===== config.mk =====
export PLATFORM = sky130hd
export DESIGN_NAME = lcd_spi_tx
export DESIGN_NICKNAME = d
export VERILOG_FILES = /design/src/rtl/lcd_spi_tx_pkg.sv /design/src/rtl/lcd_spi_tx_spi_phase_timer.sv /design/src/rtl/lcd_spi_tx.sv
export SDC_FILE = /design/constraint.sdc
export NUM_CORES = 1
export LEC_CHECK = 0
export BUFFER_PORTS_ARGS = -buffer_cell sky130_fd_sc_hd__buf_2
export CORE_MARGIN = 8
export CORE_UTILIZATION = 53
export CTS_CLUSTER_DIAMETER = 150
export DETAILED_ROUTE_END_ITERATION = 8
export HOLD_SLACK_MARGIN = 0.12
export PLACE_DENSITY = 0.74
export SLEW_MARGIN = 0
export SYNTH_ARGS = -nofsm -noshare
export SYNTH_HDL_FRONTEND = slang
export SYNTH_SLANG_ARGS = --single-unit

===== constraint.sdc =====
create_clock -name clk -period 2.4 [get_ports clk]
set_input_delay 0.6 -clock clk [delete_from_list [all_inputs] [get_ports clk]]
set_output_delay 0.6 -clock clk [all_outputs]
set_load 0.02 [all_outputs]

===== src/rtl/lcd_spi_tx_pkg.sv =====
// Shared definitions for the ST7789V3 SPI transmit path: FSM state encodings,
// DC pin polarity and the default SCL half-period.
package lcd_spi_tx_pkg;

    typedef enum logic [2:0] {
        LCD_SPI_IDLE,
        LCD_SPI_SETUP,
        LCD_SPI_SHIFT_HI,
        LCD_SPI_SHIFT_LO,
        LCD_SPI_HOLD
    } lcd_spi_state_e;

    localparam logic DC_CMD  = 1'b0;
    localparam logic DC_DATA = 1'b1;

    localparam int LCD_SPI_DEFAULT_DIV = 2;

    // Counter width for values 0..n-1, never narrower than one bit.
    function automatic int ctr_width(input int n);
        return (n < 2) ? 1 : $clog2(n);
    endfunction

endpackage


===== src/rtl/lcd_spi_tx_spi_phase_timer.sv =====
// Down-counter that times one SCL half-period: reloads to CLK_DIV-1 on load_i
// and flags phase_done_o while it sits at zero.
module spi_phase_timer
    import lcd_spi_tx_pkg::*;
#(
    parameter int CLK_DIV = LCD_SPI_DEFAULT_DIV
) (
    input  logic clk,
    input  logic rst,
    input  logic load_i,
    output logic phase_done_o
);

    localparam int DW = ctr_width(CLK_DIV + 1);
    localparam logic [DW-1:0] RELOAD = DW'(CLK_DIV - 1);

    logic [DW-1:0] div_ctr_q, div_ctr_d;

    always_comb begin
        div_ctr_d = div_ctr_q;
        if (load_i) begin
            div_ctr_d = RELOAD;
        end else if (div_ctr_q != '0) begin
            div_ctr_d = div_ctr_q - DW'(1);
        end
    end

    always_ff @(posedge clk or negedge rst) begin
        if (!rst) begin
            div_ctr_q <= '0;
        end else begin
            div_ctr_q <= div_ctr_d;
        end
    end

    assign phase_done_o = (div_ctr_q == '0);

endmodule


===== src/rtl/lcd_spi_tx.sv =====
// ST7789V3 4-wire SPI (mode 0) byte serialiser fed from the command FIFO.
// Define LCD_SPI_BURST_EN to chain back-to-back bytes under one CS_N frame.
module lcd_spi_tx
    import lcd_spi_tx_pkg::*;
#(
    parameter int WORD_WIDTH = 8,
    parameter int CLK_DIV    = LCD_SPI_DEFAULT_DIV
) (
    input  logic                  clk,
    input  logic                  rst,
    input  logic                  valid,
    output logic                  ready,
    input  logic [WORD_WIDTH-1:0] data,
    input  logic                  is_cmd,
    output logic                  busy,
    output logic                  lcd_scl,
    output logic                  lcd_sda,
    output logic                  lcd_dc,
    output logic                  lcd_cs_n
);

    localparam int BW = ctr_width(WORD_WIDTH);
    localparam logic [BW-1:0] LAST_BIT = BW'(WORD_WIDTH - 1);

    lcd_spi_state_e        state_q;
    logic [WORD_WIDTH-1:0] sreg_q;
    logic [BW-1:0]         bit_ctr_q;
    logic                  scl_q, sda_q, dc_q, cs_n_q;
    logic                  phase_done, timer_load, burst_slot, take;

`ifdef LCD_SPI_BURST_EN
    // Last cycle of the final SCL-high phase: a new byte can slot straight in.
    assign burst_slot = (state_q == LCD_SPI_SHIFT_HI) && (bit_ctr_q == '0) && phase_done;
`else
    assign burst_slot = 1'b0;
`endif

    // take is the handshake as seen by the flops; rst only gates the port.
    assign take       = valid && ((state_q == LCD_SPI_IDLE) || burst_slot);
    assign ready      = rst && ((state_q == LCD_SPI_IDLE) || burst_slot);
    assign timer_load = take || ((state_q != LCD_SPI_IDLE) && phase_done);

    spi_phase_timer #(
        .CLK_DIV (CLK_DIV)
    ) u_timer (
        .clk          (clk),
        .rst          (rst),
        .load_i       (timer_load),
        .phase_done_o (phase_done)
    );

    always_ff @(posedge clk or negedge rst) begin
        if (!rst) begin
            state_q   <= LCD_SPI_IDLE;
            sreg_q    <= '0;
            bit_ctr_q <= '0;
            scl_q     <= 1'b0;
            sda_q     <= 1'b0;
            dc_q      <= DC_DATA;
            cs_n_q    <= 1'b1;
        end else begin
            case (state_q)
                LCD_SPI_IDLE: begin
                    if (take) begin
                        state_q   <= LCD_SPI_SETUP;
                        sreg_q    <= data;
                        sda_q     <= data[WORD_WIDTH-1];
                        dc_q      <= is_cmd ? DC_CMD : DC_DATA;
                        bit_ctr_q <= LAST_BIT;
                        cs_n_q    <= 1'b0;
                    end
                end
                LCD_SPI_SETUP: begin
                    if (phase_done) begin
                        state_q <= LCD_SPI_SHIFT_HI;
                        scl_q   <= 1'b1;
                    end
                end
                LCD_SPI_SHIFT_HI: begin
                    if (phase_done) begin
                        scl_q <= 1'b0;
                        if (take) begin
                            // Chained byte: its bit7 goes out in this low phase.
                            state_q   <= LCD_SPI_SHIFT_LO;
                            sreg_q    <= data;
                            sda_q     <= data[WORD_WIDTH-1];
                            dc_q      <= is_cmd ? DC_CMD : DC_DATA;
                            bit_ctr_q <= LAST_BIT;
                        end else if (bit_ctr_q == '0) begin
                            state_q <= LCD_SPI_HOLD;
                        end else begin
                            state_q   <= LCD_SPI_SHIFT_LO;
                            sreg_q    <= sreg_q << 1;
                            sda_q     <= sreg_q[WORD_WIDTH-2];
                            bit_ctr_q <= bit_ctr_q - BW'(1);
                        end
                    end
                end
                LCD_SPI_SHIFT_LO: begin
                    if (phase_done) begin
                        state_q <= LCD_SPI_SHIFT_HI;
                        scl_q   <= 1'b1;
                    end
                end
                LCD_SPI_HOLD: begin
                    if (phase_done) begin
                        state_q <= LCD_SPI_IDLE;
                        cs_n_q  <= 1'b1;
                    end
                end
                default: state_q <= LCD_SPI_IDLE;
            endcase
        end
    end

    assign busy     = (state_q != LCD_SPI_IDLE);
    assign lcd_scl  = scl_q;
    assign lcd_sda  = sda_q;
    assign lcd_dc   = dc_q;
    assign lcd_cs_n = cs_n_q;

endmodule


# Word level (Yosys, flattened, before mapping)
# Index checks and enable logic that the tools add are counted.
[totals] regBits=19 output_inout_bits=6 word_cells=71
[classes] add_sub_neg=2 eq_ne=9 mux=33 reduce_logical=19
[op_table] operator="3-bit two-way mux" count=10
[op_table] operator="7-bit two-way mux" count=4
[op_table] operator="7-bit one-hot mux with 2 select lines" count=1
[op_table] operator="3-bit one-hot mux with 4 select lines" count=1
[op_table] operator="1-bit two-way mux" count=10
[op_table] operator="2-bit nonzero test" count=5
[op_table] operator="1-bit one-hot mux with 2 select lines" count=4
[op_table] operator="4-bit AND reduction" count=2
[op_table] operator="3-bit by 2-bit == test with 1-bit output, second input constant" count=2
[op_table] operator="3-bit logical NOT" count=2
[op_table] operator="2-bit inequality test, second input constant" count=3
[op_table] operator="3-bit one-hot mux with 2 select lines" count=1
[op_table] operator="3-bit AND reduction" count=2
[op_table] operator="2-bit two-way mux" count=2
[op_table] operator="3-bit by 1-bit == test with 1-bit output, second input constant" count=1
[op_table] operator="3-bit == test, second input constant" count=1
[op_table] operator="1-bit logical AND" count=3
[op_table] operator="3-bit inequality test, second input constant" count=1
[op_table] operator="3-bit nonzero test" count=1
[op_table] operator="3-bit by 1-bit subtractor with 3-bit output, second input constant" count=1
[op_table] operator="2-bit logical NOT" count=1
[op_table] operator="2-bit by 1-bit inequality test with 1-bit output, second input constant" count=1
[op_table] operator="2-bit AND reduction" count=1
[op_table] operator="2-bit OR reduction" count=1
[op_table] operator="2 further kinds" count=2

# Logic depth before layout (Yosys ltp)
[depth] depth_word=5 mapped_depth=6 ltp_nobuf=5

# Modules after synthesis
# Synthesis repeated with hierarchy kept, for this count alone.
[unflattened] hier_cells=89 hier_area_um2=992.2
[modules_own_cells] mod="lcd_spi_tx" instances=1 cells_per_inst=80 area_each_um2=893.4 seq_area_each_um2=427.9
[modules_own_cells] mod="spi_phase_timer" instances=1 cells_per_inst=9 area_each_um2=98.8 seq_area_each_um2=50.0

# Least setup slack after synthesis
# Ideal clock, no wire load.
[synth_path] kind="register to register" from="register state_q[2]" to="register sda_q, in the netlist lcd_sda" arrival_time_ns=1.637 path_slack_ns=0.636 path_stages_with_launch=5 n_path_buf=1 period_less_slack_ns=1.764 path_cell_list="dfrtp_1 -> clkbuf_1 -> nor3b_2 -> mux2_2 -> mux2_1"
[synth_via] elab_chain_cells=5 elab_cells_between_ends=11 cone_classes="eq/ne: 4; mux: 3; reduce/logical: 4"
[synth_rtl] item="start: declaration" line="lcd_spi_tx.sv:25" rtl="lcd_spi_state_e state_q;"
[synth_rtl] item="start signal: assignment" line="lcd_spi_tx.sv:54" rtl="state_q <= LCD_SPI_IDLE;"
[synth_rtl] item="start signal: assignment" line="lcd_spi_tx.sv:65" rtl="state_q <= LCD_SPI_SETUP;"
[synth_rtl] item="start signal: assignment" line="lcd_spi_tx.sv:75" rtl="state_q <= LCD_SPI_SHIFT_HI;"
[synth_rtl] item="3-bit logical NOT" line="lcd_spi_tx.sv:39, lcd_spi_tx.sv:62"
[synth_rtl] item="1-bit logical AND" line="lcd_spi_tx.sv:39" rtl="assign take = valid && ((state_q == LCD_SPI_IDLE) || burst_slot);"
[synth_rtl] item="1-bit two-way mux" line="lcd_spi_tx.sv:82" rtl="if (take) begin"
[synth_rtl] item="1-bit two-way mux" line="lcd_spi_tx.sv:80" rtl="if (phase_done) begin"
[synth_rtl] item="1-bit one-hot mux with 2 select lines" line="lcd_spi_tx.sv:62" rtl="case (state_q)"
[synth_rtl] item="end signal: assignment" line="lcd_spi_tx.sv:67" rtl="sda_q <= data[WORD_WIDTH-1];"
[synth_rtl] item="end signal: assignment" line="lcd_spi_tx.sv:86" rtl="sda_q <= data[WORD_WIDTH-1];"
[synth_rtl] item="end signal: assignment" line="lcd_spi_tx.sv:94" rtl="sda_q <= sreg_q[WORD_WIDTH-2];"
[synth_rtl] item="end: declaration" line="lcd_spi_tx.sv:28" rtl="logic scl_q, sda_q, dc_q, cs_n_q;"
# Several ways; a longest one is shown, not always the timed one. The select of a mux whose other input is x is not followed.
# A chain may end at the register's enable or synchronous reset.

# Worst setup path in the final report
[layout_path] from="register state_q[0]" to="output ready"
[layout_via] elab_chain_cells=2
[layout_rtl] item="3-bit logical NOT" line="lcd_spi_tx.sv:40" rtl="assign ready = rst && ((state_q == LCD_SPI_IDLE) || burst_slot);"
[layout_rtl] item="1-bit logical AND" line="lcd_spi_tx.sv:40"
[layout_rtl] item="end: declaration" line="lcd_spi_tx.sv:12" rtl="output logic ready,"
# Every way passes these cells.

==> metrics <==
via density per instance 5.25; clock transition at the registers of the reported paths 0.10 ns; count of antenna-violating nets left after detailed routing 0; proportion of power drawn by combinational gates 0.451; area share of the largest cell type after synthesis 0.427; RSZ-0062 raised after global routing no; setup slack after layout 0.249 ns; most used flip-flop cell after synthesis sky130_fd_sc_hd__dfrtp_1; Max Fclk 465 MHz; multi-input gate area in the final layout 473 µm²; first drt pass iteration count 4; Cell Pwr Density 1130 nW/µm²; pin slew with the least headroom to its limit 0.420 ns; library cell with the highest instance count after synthesis sky130_fd_sc_hd__dfrtp_1; worst-case headroom to the max-slew limit 0.718; accumulated negative setup slack 0 ns; Netlist cell types 30; part of the cycle the worst path needs 0.896; Synth Net Count 101; fraction of layout cells with a size suffix above 1 0.406; Placeable Area 1750 µm²; result of the run completed; number of flip-flops and latches in the synthesized netlist 19; final-report setup violation count 0; maximum count of clock buffers along a single path 2; Routability Congestion 0.802; register area share after synthesis 0.479; Setup Slack @ Placement 0.394 ns; number of slew-limit violations in the final report 0; top cells by count, synth sky130_fd_sc_hd__dfrtp_1, sky130_fd_sc_hd__mux2_2, sky130_fd_sc_hd__inv_1; NetSw 0.453 mW; Ant. Diodes 0; flip-flop and latch area 478 µm²; highest fanout seen on the critical path 9; synthesized instance count 86; count of synthesis-stage warnings from yosys 0; Post-Syn Area 997 µm²; Final Hold Fails 0; global-route usage over all layers 0.115; largest cells by area after synthesis sky130_fd_sc_hd__dfrtp_1, sky130_fd_sc_hd__mux2_2, sky130_fd_sc_hd__dfstp_2; Sw Share 0.351; FP Rows 15; wire length on met3 65 µm; number of synthesized flops with an enable pin 0; hpwl dp 1.35 mm; buffer count from post-CTS setup fixing 0; count of filler cells inserted in the layout 146; count of cells resized by post-cts repair 0; number of antenna violations at the first check in global routing 0; Hold-fix buffers, CTS 0; part of the total power dissipated in the clock network 0.120; met1 routed wirelength after detailed routing 916 µm; max layer used met4; quantity of I/O buffers inserted on ports 17; via count of the first global-routing pass 685; leakage power summed over all cells 0.533 nW; nets 122; max-capacitance violation count 0; H-tree depth reported by CTS 1; grt ovf 0; wire length of the first global-routing pass 3.09 mm; Ports 18; pin count of the biggest net entering global routing 20; detailed-route wire length per cell 13.5 µm; sequential share of power 0.429; root buffer selected by CTS sky130_fd_sc_hd__clkbuf_4; critical path start-end classification reg2out; DR iter-0 viols 7; Worst Hold Class in2async; Data required, critical path 1.80 ns; post-layout minimum cycle time 2.15 ns; clock latency on the worst-skew pair 0.29 ns; Critical Path AT 1.55 ns; Clock Sink Count 19; die width 59.4 µm; post-synthesis cell type with the largest combined area sky130_fd_sc_hd__dfrtp_1; Routed WL 1.78 mm; area growth from synthesis to layout 14.2%; TritonCTS Buffers 3; Die Y 59.4 µm; wire length on met2 776 µm; Initial Utilization 0.571; launching element type of the critical path flop; capturing element type of the critical path primary output; Post-Syn Area per Cell 11.6 µm²; floorplan die area 3530 µm²; peak supply drop 0.000681 V; CTS tree yes; number of vias in the routed layout 688; clk_skew 0.00123 ns; Int Power 0.839 mW; async set-or-reset flop fraction in the synthesized netlist 1.00; detailed-route DRC error count 0
## final cells by class
cell class	count	share of cell area
tap	25	0.0275
multi-input combinational	57	0.415
inverter	6	0.0198
sequential	19	0.420
timing repair buffer	20	0.0945
clock buffer	4	0.0231
## registers in the layout, summed over array words and instances (netlist names)
register and count:
lcd_scl 1, lcd_sda 1, bit_ctr_q 3, u_timer.div_ctr_q 2, lcd_cs_n 1, sreg_q 7
state_q 3, lcd_dc 1
## metrics by stage
stage | utilization | hold slack, ns | total power [mW] | cell area, µm² | instances
after global routing | 0.652 | 0.279 | 1.41 | 1140 | 131
final | 0.652 | 0.275 | 1.29 | 1140 | 131
after global placement | 0.637 | 0.477 | 1.12 | 1110 | 127
after floorplan | - | 0.304 | 1.01 | 997 | 86
after CTS | 0.652 | 0.270 | 1.31 | 1140 | 131
after detailed placement | 0.637 | 0.477 | 1.15 | 1110 | 127
## worst max-delay path, cell delays in order (launching register included)
cell and delay (ns):
sky130_fd_sc_hd__dfrtp_1 0.50, sky130_fd_sc_hd__nor3_1 0.43, sky130_fd_sc_hd__and2_1 0.18, sky130_fd_sc_hd__buf_2 0.16
## cells by family (layout without fill, tap and decap cells)
| logic type | after synthesis | after routing | share of synthesized area |
|---|---|---|---|
| flops | 19 | 19 | 0.479 |
| fa+ha+maj | 3 | 3 | 0.0376 |
| compound gates | 15 | 15 | 0.112 |
| simple gates | 23 | 23 | 0.144 |
| buf+inv | 10 | 30 | 0.0464 |
| mux | 16 | 16 | 0.181 |
## final timing paths
| path | depth (start not counted) | from | endpoint | slack, ns |
|---|---|---|---|---|
| min reg2reg | 1 | sreg_q[0] | sreg_q[0] | 0.50 |
| min | 2 | rst | state_q[2] | 0.27 |
| min in group clk | 2 | is_cmd | lcd_dc | 0.47 |
| max reg2reg | 3 | state_q[0] | sreg_q[3] | 0.53 |
| max | 3 | state_q[0] | ready | 0.25 |
| max in group asynchronous | 2 | rst | lcd_cs_n | 1.86 |
## power by group through the flow
| stage | logic (mW) | clock network [mW] | registers [mW] |
|---|---|---|---|
| 4_1_cts | 0.590 | 0.161 | 0.556 |
| 3_5_place_dp | 0.588 | 0 | 0.561 |
| 3_3_place_gp | 0.568 | 0 | 0.557 |
| 6_report | 0.582 | 0.155 | 0.555 |
| 2_1_floorplan | 0.444 | 0 | 0.562 |
| 5_1_grt | 0.658 | 0.175 | 0.575 |
## per-layer routing
metal / GRT usage / up-vias
met1: 0.162 / 325
met2: 0.154 / 16
li1: - / 345
met4: 0.0648 / 0
met5: 0 / -
met3: 0.0282 / 2
## cells in the final DEF, fill, tap and decap left out, types with 2 or more instances in the layout
| cell | netlist | routed |
|---|---|---|
| sky130_fd_sc_hd__dfrtp_1 | 17 | 17 |
| sky130_fd_sc_hd__buf_2 | 1 | 17 |
| sky130_fd_sc_hd__mux2_2 | 14 | 14 |
| sky130_fd_sc_hd__inv_1 | 6 | 6 |
| sky130_fd_sc_hd__nor2_1 | 5 | 5 |
| sky130_fd_sc_hd__nand2_1 | 4 | 4 |
| sky130_fd_sc_hd__o21ai_0 | 4 | 4 |
| sky130_fd_sc_hd__nor2b_1 | 3 | 3 |
| sky130_fd_sc_hd__ha_1 | 3 | 3 |
| sky130_fd_sc_hd__clkbuf_4 | 0 | 3 |
| sky130_fd_sc_hd__buf_4 | 0 | 3 |
| sky130_fd_sc_hd__nor3_1 | 2 | 2 |
| sky130_fd_sc_hd__a22o_1 | 2 | 2 |
| sky130_fd_sc_hd__mux2_1 | 2 | 2 |
| sky130_fd_sc_hd__a21o_1 | 2 | 2 |
| sky130_fd_sc_hd__a21oi_1 | 2 | 2 |
| sky130_fd_sc_hd__or3b_2 | 2 | 2 |
| sky130_fd_sc_hd__dfstp_2 | 2 | 2 |
Note: power is estimated with default switching activity, not from simulation.
